**config.mk**
```make
export PLATFORM = sky130hd
export DESIGN_NAME = instr_encoder_flat
export DESIGN_NICKNAME = d
export VERILOG_FILES = /design/src/rtl/instr_encoder_if.sv /design/src/rtl/instr_encoder.sv /design/src/flat_wrapper.sv
export SDC_FILE = /design/constraint.sdc
export NUM_CORES = 1
export LEC_CHECK = 0
export ABC_AREA = 1
export CAP_MARGIN = 20
export CORE_AREA = 2 2 131 133
export DETAILED_ROUTE_END_ITERATION = 7
export DIE_AREA = 0 0 133 135
export PLACE_DENSITY = 0.74
export SYNTH_ARGS = -nofsm -noshare
export SYNTH_HDL_FRONTEND = slang
export SYNTH_SLANG_ARGS = --single-unit
```
**constraint.sdc**
```tcl
create_clock -name clk -period 7.2 [get_ports clk]
set_clock_uncertainty 0.2 [all_clocks]
set_input_delay 1.8 -clock clk [delete_from_list [all_inputs] [get_ports clk]]
set_output_delay 1.8 -clock clk [all_outputs]
set_load 0.1 [all_outputs]
```
**src/rtl/instr_encoder_if.sv**
```systemverilog
// Decoded-instruction record types and the stream/status interface of instr_encoder.
// The record carries a kind plus a union of per-kind payload layouts.
package instr_types_pkg;

   localparam logic [2:0] K_OP_IMM = 3'd0;
   localparam logic [2:0] K_LUI    = 3'd1;

   localparam logic [3:0] FK_ADD  = 4'd0;
   localparam logic [3:0] FK_SUB  = 4'd1;
   localparam logic [3:0] FK_SLL  = 4'd2;
   localparam logic [3:0] FK_SLT  = 4'd3;
   localparam logic [3:0] FK_SLTU = 4'd4;
   localparam logic [3:0] FK_XOR  = 4'd5;
   localparam logic [3:0] FK_SRL  = 4'd6;
   localparam logic [3:0] FK_SRA  = 4'd7;
   localparam logic [3:0] FK_OR   = 4'd8;
   localparam logic [3:0] FK_AND  = 4'd9;

   typedef struct packed {
      logic [3:0]  func;
      logic [4:0]  rd;
      logic [4:0]  rs1;
      logic [31:0] imm;
   } t_op_imm_data;

   typedef struct packed {
      logic [3:0]  rsvd_hi;
      logic [4:0]  rd;
      logic [4:0]  rsvd_lo;
      logic [31:0] imm;
   } t_lui_data;

   typedef union packed {
      t_op_imm_data op_imm;
      t_lui_data    lui;
   } t_instr_data;

   typedef struct packed {
      logic [2:0]  kind;
      t_instr_data data;
   } t_decoded_instr;

endpackage

interface instr_encoder_if #(
   parameter int ADDR_W    = 32,
   parameter int ERR_CNT_W = 8
);
   import instr_types_pkg::*;

   logic                 start;
   logic                 in_valid;
   logic                 in_ready;
   t_decoded_instr       in_instr;
   logic                 out_valid;
   logic                 out_ready;
   logic [31:0]          out_word;
   logic [ADDR_W-1:0]    out_addr;
   logic                 err_valid;
   logic [1:0]           err_code;
   logic [ADDR_W-3:0]    word_count;
   logic [ERR_CNT_W-1:0] err_count;

   modport slave (
      input  start, in_valid, in_instr, out_ready,
      output in_ready, out_valid, out_word, out_addr,
             err_valid, err_code, word_count, err_count
   );

   modport master (
      output start, in_valid, in_instr, out_ready,
      input  in_ready, out_valid, out_word, out_addr,
             err_valid, err_code, word_count, err_count
   );

endinterface

```
**src/rtl/instr_encoder.sv**
```systemverilog
// Turns decoded OP_IMM/LUI records back into RV32I machine words with sequential
// byte addresses; unencodable records are consumed and reported instead of emitted.
module instr_encoder
   import instr_types_pkg::*;
#(
   parameter int          ADDR_W    = 32,
   parameter logic [31:0] BASE_ADDR = 32'h0000_0000,
   parameter int          ERR_CNT_W = 8
) (
   input  logic            clk,
   input  logic            rst,
   instr_encoder_if.slave  bus
);

   localparam int                WC_W      = ADDR_W - 2;
   localparam logic [ADDR_W-1:0] BASE_S    = BASE_ADDR[ADDR_W-1:0];
   localparam logic [ADDR_W-1:0] ADDR_STEP = ADDR_W'(4);

   logic                 valid_q,      valid_d;
   logic [31:0]          word_q,       word_d;
   logic [ADDR_W-1:0]    addr_q,       addr_d;
   logic [ADDR_W-1:0]    cnt_q,        cnt_d;
   logic                 err_valid_q,  err_valid_d;
   logic [1:0]           err_code_q,   err_code_d;
   logic [WC_W-1:0]      word_count_q, word_count_d;
   logic [ERR_CNT_W-1:0] err_count_q,  err_count_d;

   t_op_imm_data      op_s;
   t_lui_data         lui_s;
   logic [31:0]       imm_sext_s;
   logic [2:0]        funct3_s;
   logic [6:0]        shift_hi_s;
   logic              is_arith_s;
   logic              is_shift_s;
   logic [31:0]       enc_word_s;
   logic              enc_ok_s;
   logic [1:0]        enc_code_s;
   logic              in_ready_s;
   logic              accept_s;
   logic              load_s;
   logic              reject_s;
   logic              out_hs_s;
   logic [ADDR_W-1:0] cnt_base_s;

   // Classify the OP_IMM function and look up its funct3 / shift-type bits.
   always_comb begin
      op_s       = bus.in_instr.data.op_imm;
      funct3_s   = 3'b000;
      shift_hi_s = 7'b0000000;
      is_arith_s = 1'b0;
      is_shift_s = 1'b0;
      case (op_s.func)
         FK_ADD:  begin funct3_s = 3'b000; is_arith_s = 1'b1; end
         FK_SLT:  begin funct3_s = 3'b010; is_arith_s = 1'b1; end
         FK_SLTU: begin funct3_s = 3'b011; is_arith_s = 1'b1; end
         FK_XOR:  begin funct3_s = 3'b100; is_arith_s = 1'b1; end
         FK_OR:   begin funct3_s = 3'b110; is_arith_s = 1'b1; end
         FK_AND:  begin funct3_s = 3'b111; is_arith_s = 1'b1; end
         FK_SLL:  begin funct3_s = 3'b001; is_shift_s = 1'b1; end
         FK_SRL:  begin funct3_s = 3'b101; is_shift_s = 1'b1; end
         FK_SRA:  begin funct3_s = 3'b101; is_shift_s = 1'b1; shift_hi_s = 7'b0100000; end
         FK_SUB:  begin funct3_s = 3'b000; end
         default: begin funct3_s = 3'b000; end
      endcase
   end

   // Build the machine word and decide whether the record is encodable.
   always_comb begin
      lui_s      = bus.in_instr.data.lui;
      imm_sext_s = {{20{op_s.imm[11]}}, op_s.imm[11:0]};
      enc_word_s = 32'h0000_0000;
      enc_ok_s   = 1'b0;
      enc_code_s = 2'd0;
      if ((bus.in_instr.kind == K_OP_IMM) && is_arith_s) begin
         if (op_s.imm == imm_sext_s) begin
            enc_ok_s   = 1'b1;
            enc_word_s = {op_s.imm[11:0], op_s.rs1, funct3_s, op_s.rd, 7'b0010011};
         end else begin
            enc_code_s = 2'd1;
         end
      end else if ((bus.in_instr.kind == K_OP_IMM) && is_shift_s) begin
         if (op_s.imm[31:5] == 27'd0) begin
            enc_ok_s   = 1'b1;
            enc_word_s = {shift_hi_s, op_s.imm[4:0], op_s.rs1, funct3_s, op_s.rd, 7'b0010011};
         end else begin
            enc_code_s = 2'd2;
         end
      end else if (bus.in_instr.kind == K_LUI) begin
         if (lui_s.imm[11:0] == 12'd0) begin
            enc_ok_s   = 1'b1;
            enc_word_s = {lui_s.imm[31:12], lui_s.rd, 7'b0110111};
         end else begin
            enc_code_s = 2'd3;
         end
      end else begin
         enc_code_s = 2'd0;
      end
   end

   // Handshake resolution and next-state for the output stage and counters.
   always_comb begin
      in_ready_s = !valid_q || bus.out_ready;
      accept_s   = bus.in_valid && in_ready_s;
      load_s     = accept_s && enc_ok_s;
      reject_s   = accept_s && !enc_ok_s;
      out_hs_s   = valid_q && bus.out_ready;
      // start reloads the counter before any same-edge accept consumes it
      cnt_base_s = bus.start ? BASE_S : cnt_q;

      valid_d = valid_q;
      word_d  = word_q;
      addr_d  = addr_q;
      if (load_s) begin
         valid_d = 1'b1;
         word_d  = enc_word_s;
         addr_d  = cnt_base_s;
      end else if (out_hs_s) begin
         valid_d = 1'b0;
      end else begin
         valid_d = valid_q;
      end

      if (load_s) begin
         cnt_d = cnt_base_s + ADDR_STEP;
      end else begin
         cnt_d = cnt_base_s;
      end

      err_valid_d = reject_s;
      if (reject_s) begin
         err_code_d = enc_code_s;
      end else begin
         err_code_d = err_code_q;
      end

      if (bus.start) begin
         word_count_d = {WC_W{1'b0}};
      end else if (out_hs_s) begin
         word_count_d = word_count_q + WC_W'(1);
      end else begin
         word_count_d = word_count_q;
      end

      if (bus.start) begin
         err_count_d = {ERR_CNT_W{1'b0}};
      end else if (reject_s && !(&err_count_q)) begin
         err_count_d = err_count_q + ERR_CNT_W'(1);
      end else begin
         err_count_d = err_count_q;
      end
   end

   // State registers; reset drops any held word immediately.
   always_ff @(posedge clk or posedge rst) begin
      if (rst) begin
         valid_q      <= 1'b0;
         word_q       <= 32'h0000_0000;
         addr_q       <= BASE_S;
         cnt_q        <= BASE_S;
         err_valid_q  <= 1'b0;
         err_code_q   <= 2'd0;
         word_count_q <= {WC_W{1'b0}};
         err_count_q  <= {ERR_CNT_W{1'b0}};
      end else begin
         valid_q      <= valid_d;
         word_q       <= word_d;
         addr_q       <= addr_d;
         cnt_q        <= cnt_d;
         err_valid_q  <= err_valid_d;
         err_code_q   <= err_code_d;
         word_count_q <= word_count_d;
         err_count_q  <= err_count_d;
      end
   end

   assign bus.in_ready   = in_ready_s;
   assign bus.out_valid  = valid_q;
   assign bus.out_word   = word_q;
   assign bus.out_addr   = addr_q;
   assign bus.err_valid  = err_valid_q;
   assign bus.err_code   = err_code_q;
   assign bus.word_count = word_count_q;
   assign bus.err_count  = err_count_q;

endmodule

```
**src/flat_wrapper.sv**
```systemverilog
// flat-port wrapper written by rule: the top's interface ports become plain ports
module instr_encoder_flat import instr_types_pkg::*;
#(
   parameter int          ADDR_W    = 32,
   parameter logic [31:0] BASE_ADDR = 32'h0000_0000,
   parameter int          ERR_CNT_W = 8
)
  (clk, rst, bus_start, bus_in_valid, bus_in_instr, bus_out_ready, bus_in_ready, bus_out_valid, bus_out_word, bus_out_addr, bus_err_valid, bus_err_code, bus_word_count, bus_err_count);
  instr_encoder_if #(.ADDR_W(ADDR_W), .ERR_CNT_W(ERR_CNT_W)) bus_i ();
  input  logic clk;
  input  logic rst;
  input wire logic [$bits(bus_i.start)-1:0] bus_start;
  input wire logic [$bits(bus_i.in_valid)-1:0] bus_in_valid;
  input wire logic [$bits(bus_i.in_instr)-1:0] bus_in_instr;
  input wire logic [$bits(bus_i.out_ready)-1:0] bus_out_ready;
  output wire logic [$bits(bus_i.in_ready)-1:0] bus_in_ready;
  output wire logic [$bits(bus_i.out_valid)-1:0] bus_out_valid;
  output wire logic [$bits(bus_i.out_word)-1:0] bus_out_word;
  output wire logic [$bits(bus_i.out_addr)-1:0] bus_out_addr;
  output wire logic [$bits(bus_i.err_valid)-1:0] bus_err_valid;
  output wire logic [$bits(bus_i.err_code)-1:0] bus_err_code;
  output wire logic [$bits(bus_i.word_count)-1:0] bus_word_count;
  output wire logic [$bits(bus_i.err_count)-1:0] bus_err_count;
  assign bus_i.start = bus_start;
  assign bus_i.in_valid = bus_in_valid;
  assign bus_i.in_instr = bus_in_instr;
  assign bus_i.out_ready = bus_out_ready;
  assign bus_in_ready = bus_i.in_ready;
  assign bus_out_valid = bus_i.out_valid;
  assign bus_out_word = bus_i.out_word;
  assign bus_out_addr = bus_i.out_addr;
  assign bus_err_valid = bus_i.err_valid;
  assign bus_err_code = bus_i.err_code;
  assign bus_word_count = bus_i.word_count;
  assign bus_err_count = bus_i.err_count;
  instr_encoder #(.ADDR_W(ADDR_W), .BASE_ADDR(BASE_ADDR), .ERR_CNT_W(ERR_CNT_W)) u_core (.clk(clk), .rst(rst), .bus(bus_i));
endmodule
```
# After elaboration in Yosys (flattened, before gate mapping)
# Cells that the tools add are included.
# totals
regBits	138
inputBits	54
out_inout_bits	107
elab_cells	73
# op_classes
n_mux	30
eq_ne	10
addsub	3
n_reduce_logical	22
# ops
cell	n
2-to-1 mux 32 bit	7
2-to-1 mux 30 bit	2
adder 32 x 3 -> 32 bit (second input constant)	1
2-to-1 mux 31 bit	1
adder 30 x 1 -> 30 bit (second input constant)	1
zero test 27 bit	1
case mux 3 bit (7 select lines)	1
== test 20 bit	1
== test 4 x 3 -> 1 bit (second input constant)	4
2-to-1 mux 8 bit	2
zero test 12 bit	1
2-to-1 mux 1 bit	11
2-to-1 mux 2 bit	5
adder 8 x 1 -> 8 bit (second input constant)	1
== test 4 x 2 -> 1 bit (second input constant)	2
== test 4 bit (second input constant)	2
AND reduction 8 bit	1
logical AND 1 bit	7
2-to-1 mux 6 bit	1
nonzero test 2 bit	3
OR reduction 6 bit	1
zero test 4 bit	1
== test 3 x 1 -> 1 bit (second input constant)	1
zero test 1 bit	3
other kinds (4)	4

# Longest topological paths before layout
# Gate-level depths: netlist of run 1.
# logic_depth
ltp_word	11
ltp_mapped	15
mapped_depth_nobuf	14

# Least setup slack after synthesis of run 1
# No wires, ideal clock.
# synth_path
kind	input -> output
startpoint	input port bus_out_ready
endpoint	output port bus_in_ready
required_time_ps	5200
slack_ps	2711
path_stages	2
arrival_ps	2489
path_buffers	0
path_cell_list	inv_1 -> nand2_1
# synth_via
elab_chain_len	1
# synth_lines
element	line	source
start, declared	flat_wrapper.sv:15	input wire logic [$bits(bus_i.out_ready)-1:0] bus_out_ready;
logical OR 1 bit	instr_encoder.sv:102	in_ready_s = !valid_q || bus.out_ready;
end, declared	flat_wrapper.sv:16	output wire logic [$bits(bus_i.in_ready)-1:0] bus_in_ready;
# Every way passes these cells.

# Final worst setup path of run 1
# Same ends and word-level chain as after synthesis.

==> results.sh, run 1 <==
export IMPL_outcome="completed"
export IMPL_dieArea_um2=18000
export IMPL_clk_pin_slew_worst_paths_ns=0.06
export IMPL_path_buf_inv=3
export IMPL_cts_made_buffers=17
export IMPL_totalNegativeSetupSlack_ns=0
export IMPL_crit_top_cell="clkdlybuf4s50_1"
export IMPL_antenna_left=0
export IMPL_p_comb_frac=0.074
export IMPL_fin_ws_ns=1.65
export IMPL_cts_path_max_buffers=2
export IMPL_yosys_register_bits=133
export IMPL_dp_cells=1428
export IMPL_vias=7570
export IMPL_wl_per_cell_um=14.3
export IMPL_core_um2=16400
export IMPL_io_pins=161
export IMPL_portBuffers=158
export IMPL_critPathArrivalTime_ns=3.55
export IMPL_placed_cell_area_um2=9350
export IMPL_first_iter_violations=548
export IMPL_syn_area_um2=7670
export IMPL_detail_route_vias_per_cell=5.18
export IMPL_end_kind="primary output"
export IMPL_grt_overflow_total=0
export IMPL_cts_resized=0
export IMPL_drive_above_1_share=0.0492
export IMPL_period_share=0.771
export IMPL_sw_frac_of_total=0.235
export IMPL_fp_dieW_um=133
export IMPL_switchingPower_mw=0.423
export IMPL_max_freq_mhz=180
export IMPL_grt_max_degree=101
export IMPL_cts_setup_buffers=0
export IMPL_grt_pass1_wl_um=34400
export IMPL_cts_hold_buf=0
export IMPL_rsz0062_at_grt="no"
export IMPL_fin_crit_ns=5.55
export IMPL_path_class="in2out"
export IMPL_p_total_mw=1.80
export IMPL_worstPathRequired_ns=5.20
export IMPL_antenna_found_initial=0
export IMPL_synth_enable_flop_cells=0
export IMPL_max_slew_margin=0.305
export IMPL_maxCapViolations=0
export IMPL_ys_seq_area_frac=0.434
export IMPL_drt_total_wl_um=20900
export IMPL_clock_sinks=133
export IMPL_synth_cells=1085
export IMPL_cts_root_buffer="clkbuf_16"
export IMPL_grt_usage=0.238
export IMPL_setup_viol=0
export IMPL_worst_slew_pin_transition_ns=1.04
export IMPL_pre_cts_ws_ns=1.65
export IMPL_cts_htree_levels=4
export IMPL_cpPeakStageDelay_ns=1.14
export IMPL_peakVddDrop_mv=0.178
export IMPL_synthArstFlopShare=1.00
export IMPL_antenna_cells=0
export IMPL_clkPwrFrac=0.507
export IMPL_powerDensity_nw_per_um2=180
export IMPL_crit_fanout=3
export IMPL_synth_flop_cell="dfrtp_1"
export IMPL_synth_area_leaders="dfrtp_1 43%, nand2_1 17%, nor2_1 6.9%"
export IMPL_critical_path_top_delay_family="buffers and inverters"
export IMPL_layout_cells_non_filler=1460
export IMPL_gp_congestion=0.908
export IMPL_crit_path_start_kind="input pin"
export IMPL_netlist_area_leader_share=0.434
export IMPL_rows=47
export IMPL_p_int_mw=1.38
export IMPL_slew_viol_final=0
export IMPL_grt_pass1_vias=7000
export IMPL_drcViolationCount=0
export IMPL_path_cells="clkdlybuf4s50_1 -> inv_1 -> nand2_1 -> clkdlybuf4s50_1"
export IMPL_worst_path_max_delay_cell="clkdlybuf4s50_1"
export IMPL_clkLatencyLatePin_ns=0.42
export IMPL_ys_warn_count=0
export IMPL_dr_pass1_iters=5
export IMPL_hold_class="reg2reg"
export IMPL_ys_types=42
export IMPL_syn_to_final_growth_pct=30.2
export IMPL_syn_area_per_cell_um2=7.07
export IMPL_initial_core_util=0.467
export IMPL_final_nets=1285
export IMPL_design_area_um2=9980
export IMPL_dp_final_hpwl_um=14700
export IMPL_hold_viol_final=0
export IMPL_die_h_um=135
export IMPL_p_seq_frac=0.419
export IMPL_power_leakage_nw=4.53
export IMPL_yosysTopAreaCell="dfrtp_1"
export IMPL_cts_tree="built"
cells by family (layout without fill, tap and decap cells):
family / after synthesis / count (layout) / synth area share
simple gates: 664 / 664 / 0.367
buf+inv: 144 / 298 / 0.0810
flops: 133 / 133 / 0.434
compound gates: 112 / 112 / 0.0805
xor+xnor: 27 / 27 / 0.0308
fa+ha+maj: 4 / 4 / 0.00653
other cells: 1 / 2 / 0.000489
Yosys cell counts, types with 2 or more instances:
master / count
or2_2: 3
buf_2: 13
inv_2: 3
nor2_1: 140
xnor2_1: 7
dfrtp_1: 133
nor2_4: 3
ha_1: 4
nor3_1: 49
buf_1: 3
and3_1: 2
inv_1: 100
nand2_1: 351
o21a_1: 2
buf_6: 6
nand3_1: 84
xor2_1: 20
o31ai_1: 6
nand4_1: 14
nor2_2: 2
nand2_2: 2
a21oi_1: 18
nor4_1: 2
buf_4: 5
nand3b_1: 5
o21ai_0: 78
clkbuf_1: 14
o21ba_2: 2
final cells by class:
type | instances | area, um2
multi-input combinational | 809 | 3740
clock buffer | 21 | 480
tap | 220 | 275
inverter | 103 | 392
timing repair buffer | 163 | 1620
sequential | 133 | 3330
fill | 1505 | 6430
clock inverter | 11 | 148
power groups by stage:
stage          registers [mW]  logic [mW]  clock network [mW]
4_1_cts                 0.754       0.135               0.927
2_1_floorplan           0.791      0.0525                   0
5_1_grt                 0.754       0.146               0.961
6_report                0.754       0.134               0.912
3_3_place_gp            0.767       0.133                   0
3_5_place_dp            0.767       0.135                   0
state kept, by name, indices dropped and copies added (netlist names):
| signal | count |
|---|---|
| u_core.bus.err_valid | 1 |
| u_core.bus.word_count | 30 |
| u_core.bus.err_count | 8 |
| u_core.bus.out_valid | 1 |
| u_core.bus.out_word | 27 |
| u_core.bus.out_addr | 32 |
| u_core.bus.err_code | 2 |
| u_core.cnt_q | 32 |
through the flow:
step / util / hold WS (ns)
4_1_cts: 0.608 / 0.282
3_5_place_dp: 0.570 / 0.266
2_1_floorplan: - / 0.259
5_1_grt: 0.608 / 0.298
3_3_place_gp: 0.570 / 0.262
6_report: 0.608 / 0.280
layer usage:
metal,global-route usage,up-vias,share of wire
met5,0,-,0
met4,0.0812,0,0.019
met3,0.0526,28,0.071
met2,0.390,259,0.46
met1,0.314,3513,0.45
li1,-,3770,-
cells in the final DEF, fill, tap and decap left out, drive strengths merged, types with 20 or more instances in the layout:
| cell type | n |
|---|---|
| nand2 | 353 |
| nand3 | 85 |
| dfrtp | 133 |
| inv | 104 |
| clkdlybuf4s50 | 158 |
| o21ai | 78 |
| nor3 | 50 |
| xor2 | 20 |
| clkbuf | 21 |
| nor2 | 145 |
worst register-to-register path, delay by kind of cell (launching register included):
| family | cells | cell delay, ns |
|---|---|---|
| AO/OA/AOI/OAI | 1 | 0.10 |
| XOR/XNOR | 1 | 0.20 |
| adder cells (fa/ha/maj) | 1 | 0.22 |
| buffers and inverters | 3 | 0.33 |
| flip-flops | 1 | 0.34 |
| AND/OR/NAND/NOR | 4 | 1.04 |
worst paths after layout:
path	from	slack, ns	to	cells after the start
worst max-delay path	bus_out_ready	1.65	bus_in_ready	4
worst min-delay path	u_core.bus.out_addr[11]	0.28	u_core.bus.out_addr[11]	2
worst max register to register	u_core.cnt_q[3]	4.67	u_core.cnt_q[22]	10
worst min register to register	u_core.bus.out_addr[11]	0.28	u_core.bus.out_addr[11]	2
max in group asynchronous	rst	3.92	u_core.bus.out_addr[19]	3
min in group asynchronous	rst	1.66	u_core.bus.out_valid	2
(Power assumes the default switching activity.)
==> run 2: changes to the inputs <==
Clock period 7.2 ns to 5.5 ns, I/O delays scaled along.
==> run 2 against run 1 <==
Compared with the run above:
- combinational power up 32%
- global-route usage increased by 0.59 points
- core utilization is 0.62 points higher
- routed wire length grew 0.79%
- hold slack lost 0.0032 ns
- clock power is 46% higher
- cell count is 0.34% higher
- register-to-register slack worse by 1.6 ns
- first-iteration DRC count decreased by 4.2%
- critical path type is now in2reg
- critical endpoint is now u_core.cnt_q[22]
==> results.sh, run 2 (synthesized netlist as in run 1, its figures left out) <==
export IMPL_antenna_left=0
export IMPL_fp_dieW_um=133
export IMPL_whs_endpoint="u_core.bus.out_addr[24]"
export IMPL_whs_path_depth=2
export IMPL_rrSetupSlack_ns=3.06
export IMPL_antenna_cells=0
export IMPL_clk_pin_slew_worst_paths_ns=0.05
export IMPL_crit_top_cell="nand2_1"
export IMPL_hold_start="u_core.bus.out_addr[24]"
export IMPL_crit_fanout=30
export IMPL_vias=7665
export IMPL_hold_viol_final=0
export IMPL_core_um2=16400
export IMPL_dr_pass1_iters=5
export IMPL_path_buf_inv=4
export IMPL_grt_usage=0.244
export IMPL_drcViolationCount=0
export IMPL_p_total_mw=2.50
export IMPL_final_cell_mix="351 x nand2_1, 157 x clkdlybuf4s50_1, 140 x nor2_1, 133 x dfrtp_1, 99 x inv_1"
export IMPL_cts_setup_buffers=0
export IMPL_cts_tree="built"
export IMPL_fin_crit_ns=4.05
export IMPL_fillers=1493
export IMPL_clkLatencyLatePin_ns=0.42
export IMPL_final_common_cell="nand2_1"
export IMPL_totalNegativeSetupSlack_ns=0
export IMPL_gp_congestion=0.948
export IMPL_outcome="completed"
export IMPL_syn_to_final_growth_pct=31.5
export IMPL_setup_viol=0
export IMPL_cpPeakStageDelay_ns=0.64
export IMPL_rows=47
export IMPL_initial_core_util=0.467
export IMPL_cts_hold_buf=0
export IMPL_hold_class="reg2reg"
export IMPL_die_h_um=135
export IMPL_cts_resized=0
export IMPL_dp_final_hpwl_um=15200
export IMPL_grt_overflow_total=0
export IMPL_detail_route_vias_per_cell=5.23
export IMPL_fin_util=0.614
export IMPL_multiInputGateArea_um2=3730
export IMPL_max_slew_margin=0.305
export IMPL_grt_pass1_wl_um=35000
export IMPL_register_area_um2=3330
export IMPL_grt_pass1_vias=7177
export IMPL_antenna_found_initial=0
export IMPL_final_nets=1290
export IMPL_slew_viol_final=0
export IMPL_worstPathRequired_ns=5.59
export IMPL_crit_path_start_kind="input pin"
export IMPL_cts_htree_levels=4
export IMPL_drive_above_1_share=0.0530
export IMPL_r2r_cells=12
export IMPL_period_share=0.737
export IMPL_worst_slew_pin_transition_ns=1.04
export IMPL_critPathArrivalTime_ns=4.15
export IMPL_path_cells="clkdlybuf4s50_1 -> inv_2 -> ha_1 -> inv_1 -> nand2_1 -> nor2_1 -> nand2_1 -> nor2_4 -> nand4_4 -> a21oi_4 -> buf_4 -> o21ai_0"
export IMPL_maxCapViolations=0
export IMPL_max_freq_mhz=247
export IMPL_cts_made_buffers=17
export IMPL_placed_cell_area_um2=9380
export IMPL_end_kind="register"
export IMPL_grt_max_degree=89
export IMPL_r2r_end="u_core.cnt_q[24]"
export IMPL_first_iter_violations=525
export IMPL_critical_path_top_delay_family="buffers and inverters"
export IMPL_rsz0062_at_grt="no"
export IMPL_dieArea_um2=18000
export IMPL_wl_per_cell_um=14.4
export IMPL_power_leakage_nw=4.58
export IMPL_cts_path_max_buffers=2
export IMPL_drt_total_wl_um=21100
export IMPL_path_class="in2reg"
export IMPL_io_pins=161
export IMPL_clock_sinks=133
export IMPL_reg2reg_from="u_core.cnt_q[3]"
export IMPL_peakVddDrop_mv=0.223
export IMPL_design_area_um2=10100
export IMPL_portBuffers=158
export IMPL_powerDensity_nw_per_um2=248
export IMPL_worst_path_max_delay_cell="a21oi_4"
export IMPL_cts_root_buffer="clkbuf_16"
[run 2: cell count changes in the layout (fill, tap and decap cells not counted)]
| cell | change |
|---|---|
| buf_4 | +6 |
| bufinv_16 | +3 |
| clkinv_2 | -2 |
| clkdlybuf4s50_1 | -1 |
| clkinv_4 | -1 |
| nor3b_1 | +1 |
| nor3b_2 | -1 |
[run 2: worst max path at each step]
stage                           startpoint                      to  cells after the start
after floorplan                        rst  u_core.bus.err_code[0]                      1
after global placement    bus_in_instr[11]        u_core.cnt_q[16]                     12
after detailed placement  bus_in_instr[11]        u_core.cnt_q[20]                     12
after CTS                 bus_in_instr[11]        u_core.cnt_q[22]                     13
after global routing      bus_in_instr[11]        u_core.cnt_q[14]                     14
final                     bus_in_instr[11]        u_core.cnt_q[22]                     12
[run 2: area by class of cell]
type,instances,area share
multi-input combinational,809,0.370
sequential,133,0.330
timing repair buffer,168,0.164
clock buffer,21,0.0477
inverter,103,0.0389
tap,220,0.0273
clock inverter,11,0.0217
[run 2: tightest hold or removal path, cell delays in order (launching register included)]
cell,delay (ns)
dfrtp_1,0.34
nand2_1,0.05
o21ai_0,0.05
[run 2: power by group]
group	switching [mW]	total, mW	internal (mW)
logic	0.119	0.177	0.0585
registers	0.00438	0.988	0.983
clock network	0.430	1.33	0.901
total	0.553	2.50	1.94
[run 2: layer usage]
metal / wire length [um] / part of all wire / track usage
met5: 0 / 0 / 0
met4: 518 / 0.025 / 0.110
met3: 1530 / 0.073 / 0.0503
met2: 9660 / 0.46 / 0.388
met1: 9350 / 0.44 / 0.323
[run 2: metrics by stage]
stage	std cells	hold slack [ns]	worst slack (ns)
floorplan	1086	0.259	0.371
global placement	1433	0.263	1.11
detailed placement	1433	0.264	1.02
CTS	1465	0.274	1.44
global route	1465	0.300	1.14
finish	1465	0.277	1.45
